[config.mk]
export PLATFORM = sky130hd
export DESIGN_NAME = vram_arbiter
export DESIGN_NICKNAME = d
export VERILOG_FILES = /design/src/rtl/vram_arbiter.sv
export SDC_FILE = /design/constraint.sdc
export NUM_CORES = 1
export LEC_CHECK = 0
export CAP_MARGIN = 15
export CORE_ASPECT_RATIO = 1.75
export CORE_UTILIZATION = 31
export CTS_CLUSTER_SIZE = 14
export DETAILED_ROUTE_END_ITERATION = 10
export DONT_BUFFER_PORTS = 1
export HOLD_SLACK_MARGIN = 0.03
export REMOVE_ABC_BUFFERS = 1
export SYNTH_ARGS = -nofsm -noshare
export SYNTH_HDL_FRONTEND = slang
export SYNTH_SLANG_ARGS = --single-unit
[constraint.sdc]
create_clock -name clk -period 3.7 [get_ports clk]
set_input_delay 0.37 -clock clk [delete_from_list [all_inputs] [get_ports clk]]
set_output_delay 0.37 -clock clk [all_outputs]
set_load 0.02 [all_outputs]
[src/rtl/vram_arbiter.sv]
// Frame-buffer port arbiter: VGA scan-out reads take the single RAM port whenever they
// want it; pixel writes queue in a small FIFO and drain only while the reader is idle.
module vram_arbiter #(
    parameter int H_RES      = 640,
    parameter int V_RES      = 480,
    parameter int ADDR_W     = 19,
    parameter int DATA_W     = 12,
    parameter int FIFO_DEPTH = 4
) (
    input  logic                          clk,
    input  logic                          clrn,
    input  logic                          vga_rdn,
    input  logic [8:0]                    vga_row,
    input  logic [9:0]                    vga_col,
    input  logic                          vga_vs,
    output logic [DATA_W-1:0]             vga_dout,
    input  logic                          wr_valid,
    output logic                          wr_ready,
    input  logic [ADDR_W-1:0]             wr_addr,
    input  logic [DATA_W-1:0]             wr_data,
    output logic [$clog2(FIFO_DEPTH):0]   wr_level,
    output logic                          wr_err,
    output logic [15:0]                   frame_cnt,
    output logic [ADDR_W-1:0]             mem_addr,
    output logic                          mem_we,
    output logic [DATA_W-1:0]             mem_wdata,
    input  logic [DATA_W-1:0]             mem_rdata
);
    localparam int PTR_W = $clog2(FIFO_DEPTH);
    localparam int LVL_W = PTR_W + 1;
    localparam int LIN_W = 20;
    localparam logic [31:0] FB_WORDS = 32'(H_RES * V_RES);

    logic [PTR_W-1:0]  rd_ptr_q, rd_ptr_d;
    logic [PTR_W-1:0]  wr_ptr_q, wr_ptr_d;
    logic [LVL_W-1:0]  level_q, level_d;
    logic              err_q, err_d;
    logic              vs_q, vs_d;
    logic [15:0]       frame_q, frame_d;

    logic [ADDR_W-1:0] fifo_addr_q [FIFO_DEPTH];
    logic [DATA_W-1:0] fifo_data_q [FIFO_DEPTH];

    logic [LIN_W-1:0]  vga_lin;
    logic [ADDR_W-1:0] vga_addr;
    logic              accept, in_range, push, pop;

    assign vga_lin  = LIN_W'(vga_row) * LIN_W'(H_RES) + LIN_W'(vga_col);
    assign vga_addr = ADDR_W'(vga_lin);

    // wr_ready depends on registered occupancy only, so a full FIFO refuses even on a pop cycle.
    assign wr_ready = (level_q < LVL_W'(FIFO_DEPTH));
    assign accept   = wr_valid & wr_ready;
    assign in_range = (32'(wr_addr) < FB_WORDS);
    assign push     = accept & in_range;
    assign pop      = vga_rdn & (level_q != '0);

    assign mem_we    = pop;
    assign mem_addr  = pop ? fifo_addr_q[rd_ptr_q] : vga_addr;
    assign mem_wdata = fifo_data_q[rd_ptr_q];
    assign vga_dout  = mem_rdata;

    assign wr_level  = level_q;
    assign wr_err    = err_q;
    assign frame_cnt = frame_q;

    always_comb begin
        rd_ptr_d = rd_ptr_q;
        wr_ptr_d = wr_ptr_q;
        level_d  = level_q;
        err_d    = err_q;
        vs_d     = vga_vs;
        frame_d  = frame_q;
        if (push) wr_ptr_d = wr_ptr_q + PTR_W'(1);
        if (pop)  rd_ptr_d = rd_ptr_q + PTR_W'(1);
        case ({push, pop})
            2'b10:   level_d = level_q + LVL_W'(1);
            2'b01:   level_d = level_q - LVL_W'(1);
            default: level_d = level_q;
        endcase
        if (accept && !in_range) err_d = 1'b1;
        if (vga_vs && !vs_q) frame_d = frame_q + 16'd1;
    end

    always_ff @(posedge clk or negedge clrn) begin
        if (!clrn) begin
            rd_ptr_q <= '0;
            wr_ptr_q <= '0;
            level_q  <= '0;
            err_q    <= 1'b0;
            vs_q     <= 1'b1;
            frame_q  <= '0;
        end else begin
            rd_ptr_q <= rd_ptr_d;
            wr_ptr_q <= wr_ptr_d;
            level_q  <= level_d;
            err_q    <= err_d;
            vs_q     <= vs_d;
            frame_q  <= frame_d;
        end
    end

    // Entry storage carries no reset; validity is tracked solely by the pointers and level.
    always_ff @(posedge clk) begin
        if (push) begin
            fifo_addr_q[wr_ptr_q] <= wr_addr;
            fifo_data_q[wr_ptr_q] <= wr_data;
        end
    end
endmodule

# Yosys cells after proc, flatten, opt, wreduce, memory -nomap -nowiden

Memories as Yosys holds them, arrays and structs flattened.
Index checks and enable logic that the tools add are counted.
Widths: inputs -> output; s select.

$add $sub $neg: 6
Multipliers: 1
Magnitude comparators: 2
Equality and inequality tests: 2
Muxes and demuxes: 4
Bitwise operators: 3
Reductions and logical operators: 6

Operators by type and width:

| cell                  | count |
|---|---|
| $add 19x10->19        | 1 |
| $lt 19x19->1 const B  | 1 |
| $mux 19               | 1 |
| $add 16x1->16 const B | 1 |
| $mul 9x3->12 const B  | 1 |
| $pmux 3 s2            | 1 |
| $add 2x1->2 const B   | 2 |
| $add 3x1->3 const B   | 1 |
| $and 1x1->1           | 3 |
| $lt 3x3->1 const B    | 1 |
| $reduce_bool 3->1     | 1 |
| $sub 3x1->3 const B   | 1 |
| $eq 2x1->1 const B    | 1 |
| $eq 2x2->1 const B    | 1 |
| $logic_and 1x1->1     | 2 |
| $logic_not 1->1       | 2 |
| $mux 1                | 2 |
| $reduce_bool 2->1     | 1 |

Register bits: 25
Bits in writable memories: 124
Output and inout port bits: 65
Memories kept: 2

Memory list:

| memory      | words | width | read ports | clocked after Yosys merged registers in | write ports | RTL line | RTL |
|---|---|---|---|---|---|---|---|
| fifo_addr_q | 4     | 19    | 1          | 0                                       | 1           | 41       | `logic [ADDR_W-1:0] fifo_addr_q [FIFO_DEPTH];` |
| fifo_data_q | 4     | 12    | 1          | 0                                       | 1           | 42       | `logic [DATA_W-1:0] fifo_data_q [FIFO_DEPTH];` |

# Logic depth before layout (Yosys ltp)

Depth in word-level cells: 5
Depth in mapped cells: 12
Gate-level depth less buffers: 11

# Worst setup path after synthesis

Ideal clock, no wire load.

Kind: input to output
From: input port vga_row[1]
To: output port mem_addr[18]
Arrival time: 2.929 ns
Slack: 0.401 ns
Cell stages on the path: 9
Path buffers: 0
Cell sequence: ha_1 > ha_1 > fa_1 > a211oi_2 > nor2_1 > nor4_4 > nand2_1 > or4b_1 > a21oi_1

Cells in the longest elaborated chain, start to end: 3

RTL lines:

| element        | RTL line | RTL |
|---|---|---|
| from (decl)    | 13       | `input logic [8:0] vga_row,` |
| $mul 9x3->12   | 48       | `assign vga_lin = LIN_W'(vga_row) * LIN_W'(H_RES) + LIN_W'(vga_col);` |
| $add 19x10->19 | 48       |  |
| $mux 19        | 59       | `assign mem_addr = pop ? fifo_addr_q[rd_ptr_q] : vga_addr;` |
| to (decl)      | 24       | `output logic [ADDR_W-1:0] mem_addr,` |

Every way passes these cells.

# Worst setup path after layout

Same ends and word-level chain as after synthesis.

==> summary.md <==
The routed design could run at a clock period as short as 3.41 ns. Walking the worst path, the cells encountered are ha_1, ha_1, fa_1, a211oi_2, nor2_1, nor4_4, nand2_1, or4b_1, a21oi_1, buf_4. In this run the mean area of a mapped cell was 16.2 um2. During synthesis, Yosys emitted a total of 0 warnings. The flow ran to the end, but the final reports show violations.

Among all flip-flop cells after synthesis, the most frequent one is edfxtp_1. The tools report the max-slew headroom at the worst pin as 51.4%. The initial detailed-routing violation count is 129. The run gives 37.6% as the share of the core filled with cells. Type of element launching the critical path: a primary input. The logs give 0 ns for the accumulated negative setup slack and 5360 uW for the overall power consumption. The signed area change from the synthesized netlist to the final layout came out at 19.2%. The initial utilization of the core area, before any placement, comes to 31.6%. The internal power of the cells totals 3540 uW. The run gives 0.354 mV as the maximum resistive drop on vdd.

The arrival time of data at the critical path endpoint came out at 3.04 ns. In the final layout, the share of cells above drive strength 1 is 20.0%. Dividing the detail-routed wire length by the instance count gives 18.8 um. Once detail routing completed, the nets flagged for antenna violations numbered 0. Hold repair after CTS inserted 34 buffers. In this run the static leakage power is 0.00279 uW. The tool flagged a number of max-cap violations equal to 0. For this run, the slowest stage of the critical path takes 0.47 ns. Dividing the final minimum period by the clock period gives 92.3%.

The fraction of the yosys area taken by sequential cells was 66.1%; the number of flops mapped to enable cells by yosys was 124. The clock passes through at most 2 buffers. TritonCTS built the clock tree. The proportion of power drawn by the clock network came out at 30.9%. The number of nets in the layout is 545. Detailed placement finished with a half-perimeter wire length of 9.38 mm. Timing would allow up to 293 MHz. After synthesis, the netlist uses 47 different library cells. Async set-or-reset flop fraction in the synthesized netlist: 16.8%. The run gives 13.5 mm as the routed wire length. The fraction of power consumed by combinational cells is 27.3%. The checks that failed: DRC. The core region area was 20,800 um2; the number of vias per cell after detailed routing was 4.91. The logs give 0 for the number of antenna violations at the first check in global routing and 41.8% for the sequential share of power. The vertical extent of the die is 195 um, and the row count is 70. The clock slew seen by the registers of the worst setup and hold paths was 0.06 ns. The sort of element at the end of the critical path is a primary output. Number of DRC violations after detailed routing: 4.

For this design the total switching power over the nets is 1820 uW. The tree built by TritonCTS fans out to 149 sinks. The pre-antenna-repair detailed-routing pass consisted of 7 iterations. Number of buffers inserted to repair setup after CTS: 0.

Among the stages of the critical path, the cell type that occurs most often is ha_1. The horizontal extent of the die was 112 um. The tools report the number of diodes as 0. The slowest stage of the critical path is the or4b_1 cell.

Once the clock tree was built, the resizer swapped 0 gates to a different size. The total CTS buffers was 17; the global placement routability congestion was 0.769. Entering global routing, the biggest net connects 26 pins.

The tools report the maximum level of the CTS H-tree as 4. The number of ports placed on the die boundary was 132; the count of final hold-check violations was 0. Setup repair after global routing left no endpoint under its margin.

The via count of the first global-routing pass came out at 3,941. Across every metal layer, demand over resource in global routing totals 13.2%. The clock tree skew after final layout came out at 0.0109 ns. The count of buffers from port buffering works out to 0. Critical path class: in2out. Synthesis produced a netlist whose cell count is 407. The measured slew at the worst slew-check pin came out at 0.722 ns. Worst min-delay path category: in2reg. In this run the cell area of the synthesized design comes to 6580 um2. The first global-routing pass estimated 21.3 mm of wire.

The max-slew violation total from the final report is 0. Along the worst path, the maximum fanout reaches 4. The die covers 21,800 um2.

For the worst-skew pair, the clock arrives at the later sink with an insertion delay of 0.42 ns. The total power per unit cell area is 683 nW/um2. The residual overflow from global routing is 0, and the fraction of power spent switching nets is 34.0%. The via count of the routed design is 3,520, and the post-synthesis register bit count is 149. The required time reported for the critical path endpoint is 3.33 ns.

The worst hold margin came out at 0.133 ns. Setup violations remaining at the end of the flow were counted as 0. The tools report the root buffer cell as clkbuf_16.
[flip-flops by register name, summed over array words and instances (netlist names)]
register and cells:
wr_level 3, wr_err 1, vs_q 1, rd_ptr_q 2
fifo_data_q 48, wr_ptr_q 2, fifo_addr_q 76, frame_cnt 16
[per-layer routing]
layer,global-route usage (%),vias up,wire [um]
met1,13.4,1784,4970
met5,0,-,0
met2,25.0,99,7690
met4,5.68,0,262
met3,3.68,17,570
li1,-,1620,-
[power by group through the flow]
stage / logic [uW] / registers, uW / clock network [uW]
after detailed placement: 1450 / 2290 / 0
after global routing: 1590 / 2270 / 1760
after CTS: 1510 / 2250 / 1700
final: 1460 / 2240 / 1650
after floorplan: 1020 / 2300 / 0
after global placement: 1420 / 2280 / 0
[through the flow]
stage | instances | setup WS (ns) | cell area, um2
6_report | 717 | 0.286 | 7850
5_1_grt | 717 | 0.0830 | 7850
4_1_cts | 717 | 0.194 | 7850
3_5_place_dp | 651 | 0.197 | 6920
3_3_place_gp | 651 | 0.189 | 6920
2_1_floorplan | 384 | 0.262 | 6440
[cells by family after synthesis]
family / count (synthesis) / share of synthesized area [%]
AND/OR/NAND/NOR: 99 / 7.28
adder cells (fa/ha/maj): 26 / 5.29
multiplexers: 33 / 10.9
AO/OA/AOI/OAI: 34 / 3.44
buffers and inverters: 34 / 2.68
XOR/XNOR: 32 / 4.26
flip-flops: 149 / 66.1
[critical path, delay by kind of cell]
kind / cells / cell delay [ns]
compound gates: 2 / 0.56
fa+ha+maj: 3 / 0.92
buf+inv: 1 / 0.18
simple gates: 4 / 1.00
[layout make-up]
type                    instances  area, um2
clock buffers                  17        425
clock inverters                15        153
fillers                      1960      13000
inverters                      11       41.3
multi-input cells             224       2070
flip-flops and latches        149       4350
well taps                     252        315
repair buffers                 49        488
[synth_stat cells, types with 3 or more instances]
| cell | n | area (um2) |
|---|---|---|
| buf_1 | 3 | 11.3 |
| edfxtp_1 | 124 | 3720 |
| xnor2_1 | 19 | 166 |
| xor2_1 | 13 | 114 |
| buf_2 | 3 | 15.0 |
| nor2_1 | 22 | 82.6 |
| nor2b_1 | 5 | 31.3 |
| a21oi_1 | 10 | 50.1 |
| o21ai_0 | 6 | 30.0 |
| and3_1 | 3 | 18.8 |
| and2_1 | 4 | 25.0 |
| clkbuf_1 | 5 | 18.8 |
| inv_1 | 10 | 37.5 |
| o21ai_1 | 3 | 15.0 |
| nand3_1 | 9 | 45.0 |
| nand2_1 | 42 | 158 |
| ha_1 | 23 | 288 |
| buf_4 | 12 | 90.1 |
| fa_1 | 3 | 60.1 |
| dfrtp_1 | 24 | 601 |
| mux4_2 | 31 | 698 |
[cell usage in the layout (no fill, tap or decap), types with 9 or more instances in the layout]
cell type,count
nor2_1,22
clkbuf_16,17
dlygate4sd3_1,33
xor2_1,13
ha_1,23
xnor2_1,19
edfxtp_1,124
a21oi_1,10
mux4_2,31
buf_4,13
inv_1,10
dfrtp_1,23
nand3_1,9
nand2_1,42
[path summary, 6_finish.rpt]
check	slack [ns]	to	cells after the start	start
max in group asynchronous	3.09	vs_q	2	clrn
min	0.13	wr_err	2	wr_valid
max reg2reg	1.26	fifo_data_q[3][8]	5	wr_level[2]
min in group asynchronous	0.38	wr_ptr_q[0]	2	clrn
min reg2reg	0.61	frame_cnt[15]	1	frame_cnt[15]
max	0.29	mem_addr[18]	10	vga_row[1]
Note: power is estimated with default switching activity, not from simulation.
